==> src/rtl/uart_receiver.sv <==
`timescale 1ns/1ps
// uart_receiver: 16x-oversampled UART receive deserializer.
// Turns the asynchronous uart_rx line into 5..8 bit characters plus an
// optional parity bit. All bit timing advances only on tick pulses.
// Each completed frame gives a one-clock rx_valid strobe. The frame, parity
// and break strobes are aligned with rx_valid.
//
// Handshake: rx_valid is a one-clock strobe with no back-pressure. The
// consumer must take rx_data on the clock where rx_valid=1. rx_data then
// holds its value until the next rx_valid.
module uart_receiver #(
    parameter int OVS         = 16,
    parameter int SYNC_STAGES = 2
) (
    input  logic       clk,
    input  logic       reset,
    input  logic       enable,
    input  logic       tick,
    input  logic [1:0] word_len,
    input  logic       parity_en,
    input  logic       parity_odd,
    input  logic       two_stop,
    input  logic       uart_rx,
    output logic [8:0] rx_data,
    output logic       rx_valid,
    output logic       frame_err,
    output logic       parity_err,
    output logic       break_det,
    output logic       busy,
    output logic [2:0] state_out
);

    localparam int TW = $clog2(OVS);

    // Three samples are taken around the bit centre. The bit value is the
    // majority of the three, resolved at the third sample.
    localparam logic [TW-1:0] T_S0  = TW'(OVS / 2 - 1);
    localparam logic [TW-1:0] T_S1  = TW'(OVS / 2);
    localparam logic [TW-1:0] T_RES = TW'(OVS / 2 + 1);
    localparam logic [TW-1:0] T_END = TW'(OVS - 1);

    localparam logic [2:0] IDLE     = 3'd0;
    localparam logic [2:0] START    = 3'd1;
    localparam logic [2:0] DATA     = 3'd2;
    localparam logic [2:0] PARITY   = 3'd3;
    localparam logic [2:0] STOP1    = 3'd4;
    localparam logic [2:0] STOP2    = 3'd5;
    localparam logic [2:0] BRK_WAIT = 3'd6;

    logic [SYNC_STAGES-1:0] sync_q;
    logic                   rxs;
    logic [2:0]             state;
    logic [TW-1:0]          tcnt;
    logic [2:0]             bcnt;
    logic [2:0]             last_bit;
    logic                   samp0;
    logic                   samp1;
    logic                   maj;
    logic [7:0]             data_sr;
    logic                   par_bit;
    logic                   stop1_bit;
    logic                   stops_ok;
    logic                   stops_zero;
    logic                   par_bad;

    // Metastability synchronizer. It resets to the idle-high line level.
    always_ff @(posedge clk or negedge reset) begin
        if (!reset) begin
            sync_q <= '1;
        end else begin
            sync_q <= {sync_q[SYNC_STAGES-2:0], uart_rx};
        end
    end

    assign rxs      = sync_q[SYNC_STAGES-1];
    assign last_bit = {1'b0, word_len} + 3'd4;

    // Majority vote and the frame verdict used when the frame is finalised.
    // With one stop bit, the current majority is the only stop bit.
    always_comb begin
        maj        = (samp0 & samp1) | (samp0 & rxs) | (samp1 & rxs);
        stops_ok   = (state == STOP2) ? (stop1_bit & maj) : maj;
        stops_zero = (state == STOP2) ? (!stop1_bit && !maj) : !maj;
        par_bad    = parity_en && ((^data_sr ^ par_bit) != parity_odd);
    end

    // Receive FSM, bit timing and output strobes.
    always_ff @(posedge clk or negedge reset) begin
        if (!reset) begin
            state      <= IDLE;
            tcnt       <= '0;
            bcnt       <= '0;
            samp0      <= 1'b1;
            samp1      <= 1'b1;
            data_sr    <= '0;
            par_bit    <= 1'b0;
            stop1_bit  <= 1'b1;
            rx_data    <= '0;
            rx_valid   <= 1'b0;
            frame_err  <= 1'b0;
            parity_err <= 1'b0;
            break_det  <= 1'b0;
        end else begin
            rx_valid   <= 1'b0;
            frame_err  <= 1'b0;
            parity_err <= 1'b0;
            break_det  <= 1'b0;
            if (!enable) begin
                state <= IDLE;
            end else if (tick) begin
                if (tcnt == T_S0) samp0 <= rxs;
                if (tcnt == T_S1) samp1 <= rxs;
                if (state != IDLE && state != BRK_WAIT) tcnt <= tcnt + 1'b1;
                case (state)
                    IDLE: begin
                        if (!rxs) begin
                            state     <= START;
                            tcnt      <= '0;
                            bcnt      <= '0;
                            data_sr   <= '0;
                            par_bit   <= 1'b0;
                            stop1_bit <= 1'b1;
                        end
                    end
                    START: begin
                        if (tcnt == T_S0 && rxs) state <= IDLE;
                        else if (tcnt == T_END) state <= DATA;
                    end
                    DATA: begin
                        if (tcnt == T_RES) data_sr[bcnt] <= maj;
                        if (tcnt == T_END) begin
                            if (bcnt == last_bit) state <= parity_en ? PARITY : STOP1;
                            else bcnt <= bcnt + 3'd1;
                        end
                    end
                    PARITY: begin
                        if (tcnt == T_RES) par_bit <= maj;
                        if (tcnt == T_END) state <= STOP1;
                    end
                    STOP1, STOP2: begin
                        if (tcnt == T_RES) begin
                            if (state == STOP1 && two_stop) begin
                                stop1_bit <= maj;
                            end else begin
                                rx_valid   <= 1'b1;
                                rx_data    <= {par_bit, data_sr};
                                frame_err  <= !stops_ok;
                                parity_err <= par_bad;
                                break_det  <= stops_zero && (data_sr == 8'd0) && !par_bit;
                                state      <= stops_ok ? IDLE : BRK_WAIT;
                            end
                        end else if (tcnt == T_END && state == STOP1) begin
                            state <= STOP2;
                        end
                    end
                    BRK_WAIT: begin
                        if (rxs) state <= IDLE;
                    end
                    default: state <= IDLE;
                endcase
            end
        end
    end

    assign busy      = (state != IDLE);
    assign state_out = state;

endmodule

==> config.mk <==
export PLATFORM = sky130hd
export DESIGN_NAME = uart_receiver
export DESIGN_NICKNAME = d
export VERILOG_FILES = /design/src/rtl/uart_receiver.sv
export SDC_FILE = /design/constraint.sdc
export NUM_CORES = 1
export LEC_CHECK = 0
export ABC_AREA = 1
export CAP_MARGIN = 0
export CORE_UTILIZATION = 60
export CTS_BUF_LIST = sky130_fd_sc_hd__clkbuf_16
export CTS_CLUSTER_SIZE = 25
export DETAILED_ROUTE_END_ITERATION = 8
export PLACE_DENSITY = 0.93
export SLEW_MARGIN = 20
export SYNTH_ARGS = -nofsm -noshare
export SYNTH_HDL_FRONTEND = slang
export SYNTH_SLANG_ARGS = --single-unit
==> constraint.sdc <==
create_clock -name clk -period 3.56 [get_ports clk]
set_input_delay 0.712 -clock clk [delete_from_list [all_inputs] [get_ports clk]]
set_output_delay 0.712 -clock clk [all_outputs]
set_load 0.005 [all_outputs]
After elaboration in Yosys (flattened, before gate mapping) --
Cells that the tools add are included.
Word-level totals: register bits 37, bits in latches 0, memory bits (writable) 0, ROM bits 0, input port bits 10, output and inout bits 17, word-level logic and storage cells 143, memories 0
Operators by class: add/sub/neg operators 3, multiply operators 0, div/mod/pow operators 0, order comparisons 2, equal/unequal tests 29, shifts and indexed selects 0, muxes and demuxes 57, bitwise logic cells 8, reductions and logical operators 30
Operators by type and width (count):
- $mux 3 | 17
- $mux 1 | 28
- $ne 3x3->1 const B | 6
- $pmux 3 s6 | 1
- $mux 8 | 2
- $pmux 8 s2 | 1
- $reduce_and 5->1 | 3
- $ne 2x2->1 const B | 7
- $eq 4x4->1 const B | 3
- $mux 4 | 3
- $ne 4x4->1 const B | 3
- $reduce_and 6->1 | 2
- $eq 3x3->1 const B | 3
- $logic_and 1x1->1 | 9
- $reduce_and 9->1 | 1
- $bwmux 8 | 1
- $logic_not 8->1 | 1
- $reduce_xor 8->1 | 1
- $eq 3x2->1 const B | 2
- $pmux 3 s2 | 1
- $reduce_and 3->1 | 2
- $reduce_bool 2->1 | 3
- $add 4x1->4 const B | 1
- $and 1x1->1 | 4
- other kinds (19) | 24

Depth between registers and ports, before layout --
Gate-level depths: netlist of the first run.
depth after elaboration 13, gate-level depth with buffers 11, depth with buffers taken out 10

Least setup slack after synthesis of the first run --
Ideal clock, no wire load.
path kind input to register, start input port tick, end register rx_data[2], library setup time 0.118 ns, arrival 1.446 ns, required time 3.442 ns, slack 1.997 ns, stages 8, path buffers 1, cell sequence nand2_1 > nor2_1 > nand2_2 > a21oi_4 > inv_4 > buf_6 > nand2_1 > o21ai_2
On the way: longest elaborated chain between the ends 1
RTL lines:
- from (decl) | RTL line 18 | input logic tick,
- $reduce_and 5->1 (no source line)
- to (signal assigned) | RTL line 146 | rx_data <= {par_bit, data_sr};
- to (decl) | RTL line 24 | output logic [8:0] rx_data,
Every way passes these cells. A chain may end at the register's enable or synchronous reset.

Worst setup path after layout of the first run --
start register state[2] (netlist: state_out[2]), end output port busy
On the way: longest elaborated chain between the ends 1
RTL lines:
- from (decl) | RTL line 52 | logic [2:0] state;
- from (signal assigned) | RTL line 132 | if (bcnt == last_bit) state <= parity_en ? PARITY : STOP1;
- from (signal assigned) | RTL line 150 | state <= stops_ok ? IDLE : BRK_WAIT;
- $reduce_bool 3->1 | RTL line 165 | assign busy = (state != IDLE);
- to (decl) | RTL line 29 | output logic busy,
Every way passes these cells.

==> metrics.md, run 1 <==
| Metric | Value |
|---|---|
| DR vias/cell | between 5 and 6 |
| Post-CTS Hold Fix Bufs | 0 |
| Initial Util | 0.6468 |
| GRT Total Usage | 0.2643 |
| Non-Filler Instances | 348 |
| DR vias | approximately 1900 |
| Hold Path Depth | 0 |
| First-pass GRT wire length | 8004 um |
| HP Start | sync_q[0]$_DFF_PN1_ |
| Worst setup margin | 1.232 ns |
| Final ANT Viol Nets | 0 |
| Net count after synthesis | slightly below 300 |
| Pre-CTS WS | 1.264 ns |
| CP bufs+invs | 2 |
| Most common cell in the synthesized netlist | nand2_1 |
| Placed cell count | 340 |
| Yosys top cell by area | dfrtp_1 |
| Critical path cell sequence | inv_4 > nand2_4 > clkdlybuf4s50_1 |
| Fraction of layout cells with a size suffix above 1 | 0.1887 |
| Cells after Synth | about 270 |
| Setup_tns | 0 ns |
| # DRC | 0 |
| Height of the die | 63.15 um |
| Clk Tree Root Cell | clkbuf_16 |
| CP endpoint kind | output port |
| CTS tree | done |
| Sequential element share of the synthesized area | 0.4155 |
| Critical path class | reg2out |
| CP Max Fanout | 9 |
| Fraction of registers with async set or reset after synthesis | 1.000 |
| Commonest cells in the netlist | nand2_1, inv_1, dfrtp_1 |
| Leakage | approximately 0.0012 uW |
| CTS H-tree depth | 2 |
| Post-synthesis cell type count | 32 |
| Initial antenna violation count | 0 |
| Total CTS buffers | 5 |
| Tightest Hold Check Type | reg2reg |
| Yosys warnings | 0 |
| Post-cts repair resize count | 0 |
| CP Depth | 3 |
| Critical path arrival | between 1.5 and 2 ns |
| Final Skew | 0.005138 ns |
| Max cap viols | 0 |
| Setup violations, final | 0 |
| Placement-stage cell area | ~2500 um^2 |
| Final Hold Fails | 0 |
| Max_slew headroom | 0.6314 |
| Synth Register Bits | 37 |
| Drt total wl | around 4700 um |
| Longest Clk Path Bufs | 2 |
| Crit-path slowest cell | dfrtp_1 |
| Synth-to-Final Area Change | 19.13% |
| Critical path origin | state_out[2]$_DFFE_PN0P_ |
| Die width | 63.15 um |
| Synth top area cells | dfrtp_1, nand2_1, inv_1 |
| Kind of start point of the critical path | register |
| Diode count | 0 |
| Mean area per synthesized cell | between 8 and 9 um^2 |
| Hpwl dp | 3490 um |
| Top-Level Pins | 27 |
| Cells on worst reg2reg path | 8 |
| Final Net Count | roughly 320 |
| Final instance area | 2673 um^2 |
| RR Startpoint | state_out[2]$_DFFE_PN0P_ |
| Synth Flop Type | dfrtp_1 |
| Die Area | approximately 4000 um^2 |
| 1st-pass router iterations | 4 |
| Max Fclk | 429.6 MHz |
| Grt ovf | 0 |
| Mapped cell area | about 2200 um^2 |
| FP Rows | 21 |
| Core area | 3468 um^2 |
| Clk sinks | 37 |
| Clk slew on worst S/H paths | 0.05 ns |
| Post-layout min period | ~2.3 ns |
| Final slew viol count | 0 |
| Run status | finished, final reports clean |
| Routed WL per cell | 13.54 um |
| Yosys top cell area share | 0.3569 |
| Gpl congestion | 0.9546 |
| DRT iter0 DRCs | 138 |
| Final period util | 0.6538 |
| Unrepaired setup endpoints after global routing | no |
| Vias in the first global route | ~1800 |
| Setup bufs post-CTS | 0 |
| Clk_lat worst skew | 0.28 ns |
| Slew @ Worst Pin | 0.5530 ns |
| WP data required | roughly 2.9 ns |
| Maximum VDD drop | 305.5 uV |
| Largest net degree at the start of global routing | 38 |
| Post-synth EDFFs | 0 |
| Port Buffer Count | 26 |
| Max incr delay on CP | 0.60 ns |
| Total design power | 1130 uW |
| Cell Pwr Density | approximately 420 nW/um^2 |
| CP delay by family, top | buffers and inverters |
per-stage QoR:
| step | hold WS, ns | utilization |
|---|---|---|
| 6_report | 0.3561 | 0.7706 |
| 5_1_grt | 0.3569 | 0.7706 |
| 3_5_place_dp | 0.3485 | 0.7305 |
| 2_1_floorplan | 0.3452 | - |
| 3_3_place_gp | 0.3462 | 0.7305 |
| 4_1_cts | 0.3563 | 0.7706 |
power by group:
part	total, uW	internal, uW	switching [uW]
registers	491	459	31.9
logic	226	88.7	137
clock network	414	254	160
state kept, by name (all words and copies together) (netlist names):
name,count
state_out,3
stop1_bit,1
samp0,1
rx_valid,1
par_bit,1
frame_err,1
data_sr,8
samp1,1
tcnt,4
bcnt,3
break_det,1
parity_err,1
rx_data,9
sync_q,2
final timing paths:
check	to	slack, ns
worst max-delay path	busy	1.23
worst min-delay path	sync_q[1]$_DFF_PN1_	0.36
worst max register to register	tcnt[0]$_DFFE_PN0P_	1.75
worst min register to register	sync_q[1]$_DFF_PN1_	0.36
max in group asynchronous	samp0$_DFFE_PN1P_	2.37
min in group asynchronous	rx_data[1]$_DFFE_PN0P_	0.85
layer usage:
layer  wire length (um)  up-vias  track usage
li1                   -      927            -
met1               1981      882       0.3072
met2               2452       44       0.4637
met3                185       10      0.06884
met4                 91        0      0.09593
met5                  0        -            0
cell families (layout without fill, tap and decap cells):
logic type | count (synthesis) | count (layout) | share of synthesized area
simple gates | 132 | 132 | 0.2978
compound gates | 41 | 41 | 0.1272
buf+inv | 48 | 79 | 0.09536
flops | 37 | 37 | 0.4155
fa+ha+maj | 8 | 8 | 0.04462
xor+xnor | 5 | 5 | 0.01952
placed cells by master, fill, tap and decap left out, drive strengths merged:
cell and count:
a21oi 6, buf 1, clkbuf 5, clkdlybuf4s50 26, clkinv 3, dfrtp 32
dfstp 5, ha 8, inv 44, nand2 73, nand3 20, nand4 6
nor2 24, nor3 8, nor4 1, o2111ai 1, o211ai 1, o21a 1
o21ai 32, xnor2 5
layout make-up:
cell class / count / area (um^2)
Sequential cell: 37 / 932.1
Clock buffer: 5 / 125.1
Tap cell: 46 / 57.56
Fill cell: 230 / 795.8
Inverter: 44 / 178.9
Timing Repair Buffer: 27 / 267.8
Multi-Input combinational cell: 186 / 1097
Clock inverter: 3 / 13.76
Note: power is estimated with default switching activity, not from simulation.
==> run 2, diff against run 1 <==
--- a/config.mk
+++ b/config.mk
@@ -7,11 +7,11 @@
 export LEC_CHECK = 0
 export ABC_AREA = 1
 export CAP_MARGIN = 0
-export CORE_UTILIZATION = 60
+export CORE_UTILIZATION = 50
 export CTS_BUF_LIST = sky130_fd_sc_hd__clkbuf_16
 export CTS_CLUSTER_SIZE = 25
 export DETAILED_ROUTE_END_ITERATION = 8
-export PLACE_DENSITY = 0.93
+export PLACE_DENSITY = 0.84
 export SLEW_MARGIN = 20
 export SYNTH_ARGS = -nofsm -noshare
 export SYNTH_HDL_FRONTEND = slang
==> constraint.sdc (replaced) <==
create_clock -name clk -period 1.9 [get_ports clk]
set_input_delay 0.38 -clock clk [delete_from_list [all_inputs] [get_ports clk]]
set_output_delay 0.38 -clock clk [all_outputs]
set_load 0.005 [all_outputs]
==> run 2 against run 1 <==
Die area grew 19%. Cell count up 2.6%. Clock skew up 0.0012 ns. Global-route usage decreased by 4.4 points. Power is 100% higher. Register-to-register slack worse by 1.5 ns. Worst setup slack lost 1.2 ns. Highest routed layer unchanged.
==> metrics.md, run 2 (synthesized netlist as in run 1, its figures left out) <==
| Metric | Value |
|---|---|
| Run status | finished, final reports clean |
| Max cap viols | 0 (unchanged) |
| CP endpoint kind | output port |
| CP Max Fanout | 8 (-1) |
| Final Skew | 0.006319 ns (+0.001181 ns) |
| Die width | 68.99 um (+9.2%) |
| Sw frac | 0.2805 (-0.01082) |
| Grt ovf | 0 (unchanged) |
| DR vias/cell | 5.218 (-2.5%) |
| Max_slew headroom | 0.6983 (+0.06691) |
| Fraction of layout cells with a size suffix above 1 | 0.2085 (+0.01973) |
| Clk_lat worst skew | 0.28 ns (about the same) |
| Unrepaired setup endpoints after global routing | no |
| CTS H-tree depth | 2 (unchanged) |
| Critical path class | reg2out |
| Setup_tns | 0 ns (unchanged) |
| Port Buffer Count | 26 (unchanged) |
| DR vias | 1863 (unchanged) |
| Final Net Count | 324 (+1.6%) |
| Max incr delay on CP | 0.48 ns (-0.12 ns) |
| Crit-path slowest cell | dfrtp_2 |
| Die Area | 4759 um^2 (+19%) |
| Reg with most FFs | rx_data |
| DRT iter0 DRCs | 126 (-8.7%) |
| Setup violations, final | 0 (unchanged) |
| Vias in the first global route | 1748 (-0.40%) |
| Longest Clk Path Bufs | 2 (unchanged) |
| GRT Total Usage | 0.2204 (-0.04392) |
| Pint | 1659 uW (+110%) |
| Cell Pwr Density | 839.0 nW/um^2 (+98%) |
| Commonest non-fill, non-tap cell in the layout | nand2_1 |
| Logic pwr share | 0.190 (-0.010) |
| Leakage | 0.001232 uW (+2.3%) |
| Clk slew on worst S/H paths | 0.05 ns (about the same) |
| Routed WL per cell | 12.52 um (-7.6%) |
| Synth-to-Final Area Change | 22.53% |
| 1st-pass router iterations | 4 (unchanged) |
| Worst setup margin | 0.04881 ns (-1.184 ns) |
| Max Fclk | between 500 and 600 MHz |
| Hpwl dp | 3312 um (-5.1%) |
| # DRC | 0 (unchanged) |
| Max FFs per register | 9 (unchanged) |
| Final Hold Fails | 0 (unchanged) |
| Initial antenna violation count | 0 (unchanged) |
| Switching pwr | 646.9 uW (+96%) |
| Final period util | 0.9743 |
| Height of the die | 68.99 um (+9.2%) |
| Clock power share | 0.413 (+0.047) |
| Tightest Hold Check Type | reg2reg |
| CTS tree | done |
| Sequential Power Share | 0.397 (-0.037) |
| Diode count | 0 (unchanged) |
| Total CTS buffers | 5 (unchanged) |
| Final ANT Viol Nets | 0 (unchanged) |
| Critical path arrival | 1.47 ns (-0.15 ns) |
| First-pass GRT wire length | 7672 um (-4.1%) |
| Pre-CTS WS | 0.06237 ns (-1.202 ns) |
| Top Registers | rx_data: 9 flops, data_sr: 8 flops, tcnt: 4 flops |
| Gpl congestion | 0.9288 (-2.7%) |
| Top-Level Pins | 27 (unchanged) |
| Post-CTS Hold Fix Bufs | 0 (unchanged) |
| FP Rows | 23 (+9.5%) |
| Core area | 4144 um^2 (+19%) |
| Initial Util | 0.5414 (-0.1055) |
| Clk Tree Root Cell | clkbuf_16 |
| Commonest cells after routing, fill and taps aside | nand2_1, inv_1, dfrtp_1 |
| Drt total wl | 4468 um (-5.2%) |
| Largest net degree at the start of global routing | 38 (unchanged) |
| Maximum VDD drop | 497.1 uV (+63%) |
| Final slew viol count | 0 (unchanged) |
| Post-layout min period | between 1.5 and 2 ns |
| WP data required | 1.52 ns (-1.33 ns) |
| Slew @ Worst Pin | 0.4526 ns (-0.1004 ns) |
| Kind of start point of the critical path | register |
| Critical path cell sequence | nor2_4 > nand2_4 > clkdlybuf4s50_1 |
| Clk sinks | 37 (unchanged) |
-- run 2: through the flow --
stage	util	cells	area, um^2	hold slack [ns]	total power (uW)
2_1_floorplan	-	271	2243	0.08441	1201
3_3_place_gp	0.6199	348	2569	0.3467	1342
3_5_place_dp	0.6199	348	2569	0.3491	1361
4_1_cts	0.6633	357	2749	0.3569	2313
5_1_grt	0.6633	357	2749	0.3608	2411
6_report	0.6633	357	2749	0.3554	2306
-- run 2: area by class of cell --
cell class / instances / area, um^2
flip-flops and latches: 37 / 933.4
repair buffers: 32 / 305.3
fillers: 331 / 1395
clock buffers: 5 / 125.1
well taps: 50 / 62.56
clock inverters: 3 / 46.29
multi-input cells: 186 / 1097
inverters: 44 / 178.9
-- run 2: routing by layer --
metal  wire (um)  vias up  global-route usage
li1            -      940                   -
met1        1975      860              0.2671
met4          78        0             0.08673
met3         242        8             0.04441
met5           0        -                   0
met2        2172       55              0.3799
-- run 2: worst max-delay path, delay by kind of cell (launching register included) --
family / cells / cell delay, ns
simple gates: 2 / 0.25
buf+inv: 1 / 0.46
flops: 1 / 0.48
-- run 2: worst paths after layout --
check	start	to	slack, ns	cells past startpoint
setup / recovery	state_out[1]$_DFFE_PN0P_	busy	0.05	3
hold / removal	sync_q[0]$_DFF_PN1_	sync_q[1]$_DFF_PN1_	0.36	0
setup reg to reg	tcnt[1]$_DFFE_PN0P_	data_sr[4]$_DFFE_PN0P_	0.22	8
hold reg to reg	sync_q[0]$_DFF_PN1_	sync_q[1]$_DFF_PN1_	0.36	0
max in group asynchronous	reset	samp0$_DFFE_PN1P_	1.04	2
min in group asynchronous	reset	rx_data[0]$_DFFE_PN0P_	0.51	2
-- run 2: timing repair --
action | CTS | global route
setup buffers | 1 | 0
setup endpoints to repair | 1 | 0
resized for setup | 1 | 0
-- run 2: power groups by stage --
stage          Combinational (uW)  Clock [uW]  Sequential (uW)
4_1_cts                       441         955              918
5_1_grt                       495         991              925
3_5_place_dp                  430           0              931
2_1_floorplan                 282           0              919
3_3_place_gp                  416           0              926
6_report                      438         952              916
